### src/rtl/beta_exe_lsu.sv
// beta_exe_lsu -- execute-stage load/store unit.
//
// Runs one data-memory transaction per rising edge of lsu_en_i over a
// req/gnt/rvalid bus. It formats store byte lanes and sign/zero-extends
// load data. Misaligned or illegal-size accesses never reach the bus; they
// are reported on lsu_err_o[1]. Bus errors are reported on lsu_err_o[0].
//
// Ports
//   clk_i, rst_i         clock, async active-high reset
//   lsu_en_i             start request (rising edge)
//   lsu_op_i             0 load, 1 store
//   lsu_op_size_i        00 byte, 01 half, 10 word, 11 reserved
//   lsu_unsigned_i       zero-extend loads
//   lsu_addr_i           effective address
//   lsu_wdata_i          store data, right-aligned
//   lsu_busy_o           operation in progress (registered)
//   lsu_rdata_o          extended load result, held until next start
//   lsu_err_o            {misaligned/illegal, bus error}, held until next start
//   data_*               registered memory bus request / response
module beta_exe_lsu #(
  parameter int DataWidth = 32,
  parameter int AddrWidth = 32
) (
  input  logic                 clk_i,
  input  logic                 rst_i,
  input  logic                 lsu_en_i,
  input  logic                 lsu_op_i,
  input  logic [1:0]           lsu_op_size_i,
  input  logic                 lsu_unsigned_i,
  input  logic [AddrWidth-1:0] lsu_addr_i,
  input  logic [DataWidth-1:0] lsu_wdata_i,
  output logic                 lsu_busy_o,
  output logic [DataWidth-1:0] lsu_rdata_o,
  output logic [1:0]           lsu_err_o,
  output logic                 data_req_o,
  input  logic                 data_gnt_i,
  output logic                 data_we_o,
  output logic [AddrWidth-1:0] data_addr_o,
  output logic [3:0]           data_be_o,
  output logic [DataWidth-1:0] data_wdata_o,
  input  logic                 data_rvalid_i,
  input  logic [DataWidth-1:0] data_rdata_i,
  input  logic                 data_err_i
);

  typedef enum logic [1:0] {IDLE, REQ, WAIT, ERR} state_e;

  state_e               state_q, state_d;
  logic                 en_q;
  logic                 start;
  logic                 misal;
  logic                 op_q;
  logic [1:0]           size_q;
  logic                 uns_q;
  logic [1:0]           off_q;
  logic [3:0]           be_d;
  logic [DataWidth-1:0] wdata_d;
  logic [DataWidth-1:0] sh;
  logic [DataWidth-1:0] ld_fmt;

  // Edge detect: a level held high never re-triggers, and edges seen while
  // busy are dropped rather than queued.
  assign start = lsu_en_i & ~en_q & (state_q == IDLE);

  always_comb begin
    misal   = 1'b0;
    be_d    = 4'b1111;
    wdata_d = lsu_wdata_i;
    unique case (lsu_op_size_i)
      2'b00: begin
        be_d    = 4'b0001 << lsu_addr_i[1:0];
        wdata_d = {4{lsu_wdata_i[7:0]}};
      end
      2'b01: begin
        misal   = lsu_addr_i[0];
        be_d    = lsu_addr_i[1] ? 4'b1100 : 4'b0011;
        wdata_d = {2{lsu_wdata_i[15:0]}};
      end
      2'b10: misal = |lsu_addr_i[1:0];
      default: misal = 1'b1;
    endcase
  end

  // Load alignment uses the offset/size latched at start, not the live inputs.
  always_comb begin
    sh     = data_rdata_i >> {off_q, 3'b000};
    ld_fmt = data_rdata_i;
    case (size_q)
      2'b00:   ld_fmt = {{(DataWidth-8){sh[7] & ~uns_q}}, sh[7:0]};
      2'b01:   ld_fmt = {{(DataWidth-16){sh[15] & ~uns_q}}, sh[15:0]};
      default: ld_fmt = data_rdata_i;
    endcase
  end

  always_comb begin
    state_d = state_q;
    case (state_q)
      IDLE: if (start) state_d = misal ? ERR : REQ;
      REQ:  if (data_gnt_i) state_d = WAIT;
      WAIT: if (data_rvalid_i) state_d = IDLE;
      default: state_d = IDLE;
    endcase
  end

  always_ff @(posedge clk_i or posedge rst_i) begin
    if (rst_i) begin
      state_q      <= IDLE;
      en_q         <= 1'b0;
      op_q         <= 1'b0;
      size_q       <= 2'b00;
      uns_q        <= 1'b0;
      off_q        <= 2'b00;
      lsu_busy_o   <= 1'b0;
      lsu_rdata_o  <= '0;
      lsu_err_o    <= 2'b00;
      data_req_o   <= 1'b0;
      data_we_o    <= 1'b0;
      data_addr_o  <= '0;
      data_be_o    <= 4'b0000;
      data_wdata_o <= '0;
    end else begin
      state_q    <= state_d;
      en_q       <= lsu_en_i;
      lsu_busy_o <= (state_d != IDLE);
      if (start) begin
        op_q      <= lsu_op_i;
        size_q    <= lsu_op_size_i;
        uns_q     <= lsu_unsigned_i;
        off_q     <= lsu_addr_i[1:0];
        lsu_err_o <= 2'b00;
        if (!misal) begin
          data_req_o   <= 1'b1;
          data_we_o    <= lsu_op_i;
          data_addr_o  <= {lsu_addr_i[AddrWidth-1:2], 2'b00};
          data_be_o    <= be_d;
          data_wdata_o <= wdata_d;
        end
      end
      case (state_q)
        // Grant wins over a same-cycle rvalid; the response is taken in WAIT.
        REQ: if (data_gnt_i) data_req_o <= 1'b0;
        WAIT: if (data_rvalid_i) begin
          lsu_err_o[0] <= data_err_i;
          if (!op_q) lsu_rdata_o <= data_err_i ? '0 : ld_fmt;
        end
        ERR: lsu_err_o[1] <= 1'b1;
        default: ;
      endcase
    end
  end

endmodule

### config.mk
export PLATFORM = sky130hd
export DESIGN_NAME = beta_exe_lsu
export DESIGN_NICKNAME = d
export VERILOG_FILES = /design/src/rtl/beta_exe_lsu.sv
export SDC_FILE = /design/constraint.sdc
export NUM_CORES = 1
export LEC_CHECK = 0
export ABC_CLOCK_PERIOD_IN_PS = 5900
export CORE_UTILIZATION = 43
export CTS_CLUSTER_DIAMETER = 100
export DETAILED_ROUTE_END_ITERATION = 12
export PLACE_DENSITY = 0.86
export SLEW_MARGIN = 20
export SYNTH_ARGS = -nofsm -noshare
export SYNTH_HDL_FRONTEND = slang
export SYNTH_SLANG_ARGS = --single-unit
### constraint.sdc
create_clock -name clk_i -period 5.9 [get_ports clk_i]
set_input_delay 1.77 -clock clk_i [delete_from_list [all_inputs] [get_ports clk_i]]
set_output_delay 1.77 -clock clk_i [all_outputs]
set_load 0.01 [all_outputs]
==> results.yml <==
sta:
  min_period_ns: 4.527
  setup_viol: 0
  slew_headroom_pct: 35.49
  fmax_mhz: 220.9
  drv_slew: 0
  tightest_slew_ns: 0.9646
  hold_viol: 0
  rsz0062_at_grt: "no"
  finalCritPeriodShare_pct: 76.74
  fin_worst_skew_ns: 0.006669
  final.setup.tns_ns: 0
global_route:
  grt_pass1_vias: 4441
  grt_overflow: 0
  antenna_found_initial: 0
  grt_max_degree: 88
  grt_pass1_wl_um: 22780
  gr-usage-all-layers_pct: 23.08
cts:
  clk_pin_slew_worst_paths_ns: 0.07
  h-tree-depth: 3
  hold_buffers: 0
  cts_root_buffer: "clkbuf_16"
  cts_buffers: 9
  insertion_delay_ns: 0.34
  post_cts_resized: 0
  cts_buffer_depth: 2
  cts_sinks: 112
  cts_setup_buffers: 0
  cts_tree: "built"
route:
  drtIter0Drc: 317
  first_pass_iters: 9
  wl_met2_um: 7179
  wl_met1_um: 5475
  ant_nets: 0
  viasPerCell: 5.482
  routedWlPerCell_um: 18.30
  wl_met3_um: 1244
  routed.top_layer: "met4"
  vias: 4232
  remaining_drc_errors: 15
  finalWirelength_um: 14130
job:
  maxCapViolations: 0
run_status:
  violations: "design-rule violations"
  outcome: "finished with violations"
setup_path:
  crit_fanout: 29
  path_cells: "clkdlybuf4s50_1 > o21ai_1 > a21oi_2 > nand2b_2 > buf_4 > mux2_1"
  startpoint: "lsu_op_size_i[0]"
  critPathCapture: "data_addr_o[27]$_DFFE_PP0P_"
  ff2ff_path_depth: 4
  cp.required_ns: 6.12
  cp-start-kind: "primary input"
  cpPeakStageDelay_ns: 1.10
  r2r_end: "data_addr_o[27]$_DFFE_PP0P_"
  worst_ep_arrival_time_ns: 4.74
  criticalPathCategory: "in2reg"
  cpMaxStageDelayCell: "clkdlybuf4s50_1"
  r2r-start: "state_q[0]$_DFF_PP0_"
  worstSetupEndpointType: "register"
  reg2reg_slack_ns: 3.63
layout:
  layout-drive-gt1-share_pct: 6.200
  design_area_um2: 7567
  nFillCells: 912
  fin_nets: 731
  synthToLayoutAreaGrowth_pct: 46.19
  antenna_cells: 0
logic_synthesis:
  synth_commonest_cells: "dfrtp_1 (112), mux2_1 (51), nand2_1 (51)"
  synth_edf_count: 0
  synth_largest_area_cell: "dfrtp_1"
  ys_types: 46
  synth_flop_cell: "dfrtp_1"
  ys_seq_area_share_pct: 54.15
  ys_seq_elements: 112
  yosys_warnings: 0
  yosysMostFrequentCell: "dfrtp_1"
  ys_top_cells_by_area: "dfrtp_1 (54%), mux2_1 (11%), mux2i_1 (4.4%), nand2_1 (3.7%), o21ai_0 (3.6%)"
  synth_top_area_share_pct: 54.15
  postSynthCellCount: 431
  synth_area_um2: 5176
  synth-async-reset-ratio_pct: 100.0
  synth.avg_cell_area_um2: 12.01
placement:
  hpwlAfterDp_um: 10570
  gp_congestion: 0.8556
  port_buffers: 208
  placed_cell_area_um2: 7297
floorplanning:
  num_io_pins: 211
  dieWidth_um: 111.7
  dieArea_um2: 12480
  rows: 39
  die_h_um: 111.7
  start_util_pct: 44.76
  placeableCoreArea_um2: 11560
pwr:
  power_density_nw_per_um2: 450.7
  ir_drop_mv: 0.2279
  p_leak_nw: 3.234
hold_path:
  hold_depth: 2
  hold_class: "reg2reg"
-- how the worst min path moves through the flow --
stage | endpoint | slack [ns] | from
after floorplan | op_q$_DFFE_PP0P_ | 0.44 | op_q$_DFFE_PP0P_
after global placement | op_q$_DFFE_PP0P_ | 0.45 | op_q$_DFFE_PP0P_
after detailed placement | lsu_rdata_o[3]$_DFFE_PP0P_ | 0.46 | lsu_rdata_o[3]$_DFFE_PP0P_
after CTS | lsu_rdata_o[3]$_DFFE_PP0P_ | 0.48 | lsu_rdata_o[3]$_DFFE_PP0P_
after global routing | lsu_rdata_o[3]$_DFFE_PP0P_ | 0.51 | lsu_rdata_o[3]$_DFFE_PP0P_
final | lsu_rdata_o[3]$_DFFE_PP0P_ | 0.48 | lsu_rdata_o[3]$_DFFE_PP0P_
-- per-stage QoR --
| step | hold slack (ns) | util (%) | total power, W | setup WS, ns | cells |
|---|---|---|---|---|---|
| finish | 0.4766 | 65.43 | 0.003410 | 1.373 | 772 |
| global route | 0.5066 | 65.43 | 0.003606 | 1.188 | 772 |
| CTS | 0.4771 | 65.41 | 0.003440 | 1.376 | 772 |
| detailed placement | 0.4609 | 63.10 | 0.002861 | 1.024 | 757 |
| global placement | 0.4537 | 63.10 | 0.002803 | 1.183 | 757 |
| floorplan | 0.4380 | - | 0.001971 | 1.171 | 432 |
-- where the power goes --
| group | internal, W | switching, W |
|---|---|---|
| registers | 0.00111 | 0.000255 |
| clock network | 0.000309 | 0.000257 |
| logic | 0.000889 | 0.000589 |
| total | 0.00231 | 0.00110 |
-- critical path: cells and delay by family --
| kind | cells | cell delay, ns |
|---|---|---|
| compound gates | 2 | 0.57 |
| buf+inv | 2 | 1.51 |
| mux | 1 | 0.37 |
| simple gates | 1 | 0.49 |
-- logic make-up after synthesis --
family                    synth area share [%]
DFF                                      54.15
muxes                                    19.02
and+or+nand+nor                          8.847
other                                  0.07245
AOI/OAI and AO/OA                        13.56
buffers and inverters                    4.182
xor gates and xnor gates                0.1692
-- state kept, by name, indices dropped and copies added (netlist names), 2 cells and up --
name and count:
data_addr_o 30, data_be_o 4, data_wdata_o 32, lsu_err_o 2
lsu_rdata_o 32, off_q 2, size_q 2, state_q 2
-- cells in the final DEF, fill, tap and decap left out, types with 3 or more instances in the layout --
cell	n
mux2_1	51
buf_4	6
o21ai_0	37
clkbuf_16	9
a22oi_1	9
nor2_1	14
a21oi_1	7
o41ai_1	7
nand2_1	51
mux2i_1	23
o211a_1	6
nor2b_1	3
dfrtp_1	112
a22o_1	4
clkbuf_1	4
mux2_2	14
a221o_1	17
inv_1	5
nand2b_1	9
clkdlybuf4s50_1	208
-- layer usage --
| layer | global-route usage, % | up-vias |
|---|---|---|
| met5 | 0 | - |
| met4 | 7.568 | 0 |
| met3 | 7.022 | 20 |
| met2 | 40.46 | 196 |
| met1 | 26.88 | 2068 |
| li1 | - | 1948 |
-- layout make-up --
class                      instances  area [µm²]  share of cell area [%]
timing repair buffer             214        2127                   28.11
inverter                           6       27.53                  0.3638
clock buffer                      15       267.8                   3.538
sequential                       112        2803                   37.04
tap                              143       178.9                   2.364
multi-input combinational        282        2163                   28.59
(Power assumes the default switching activity.)
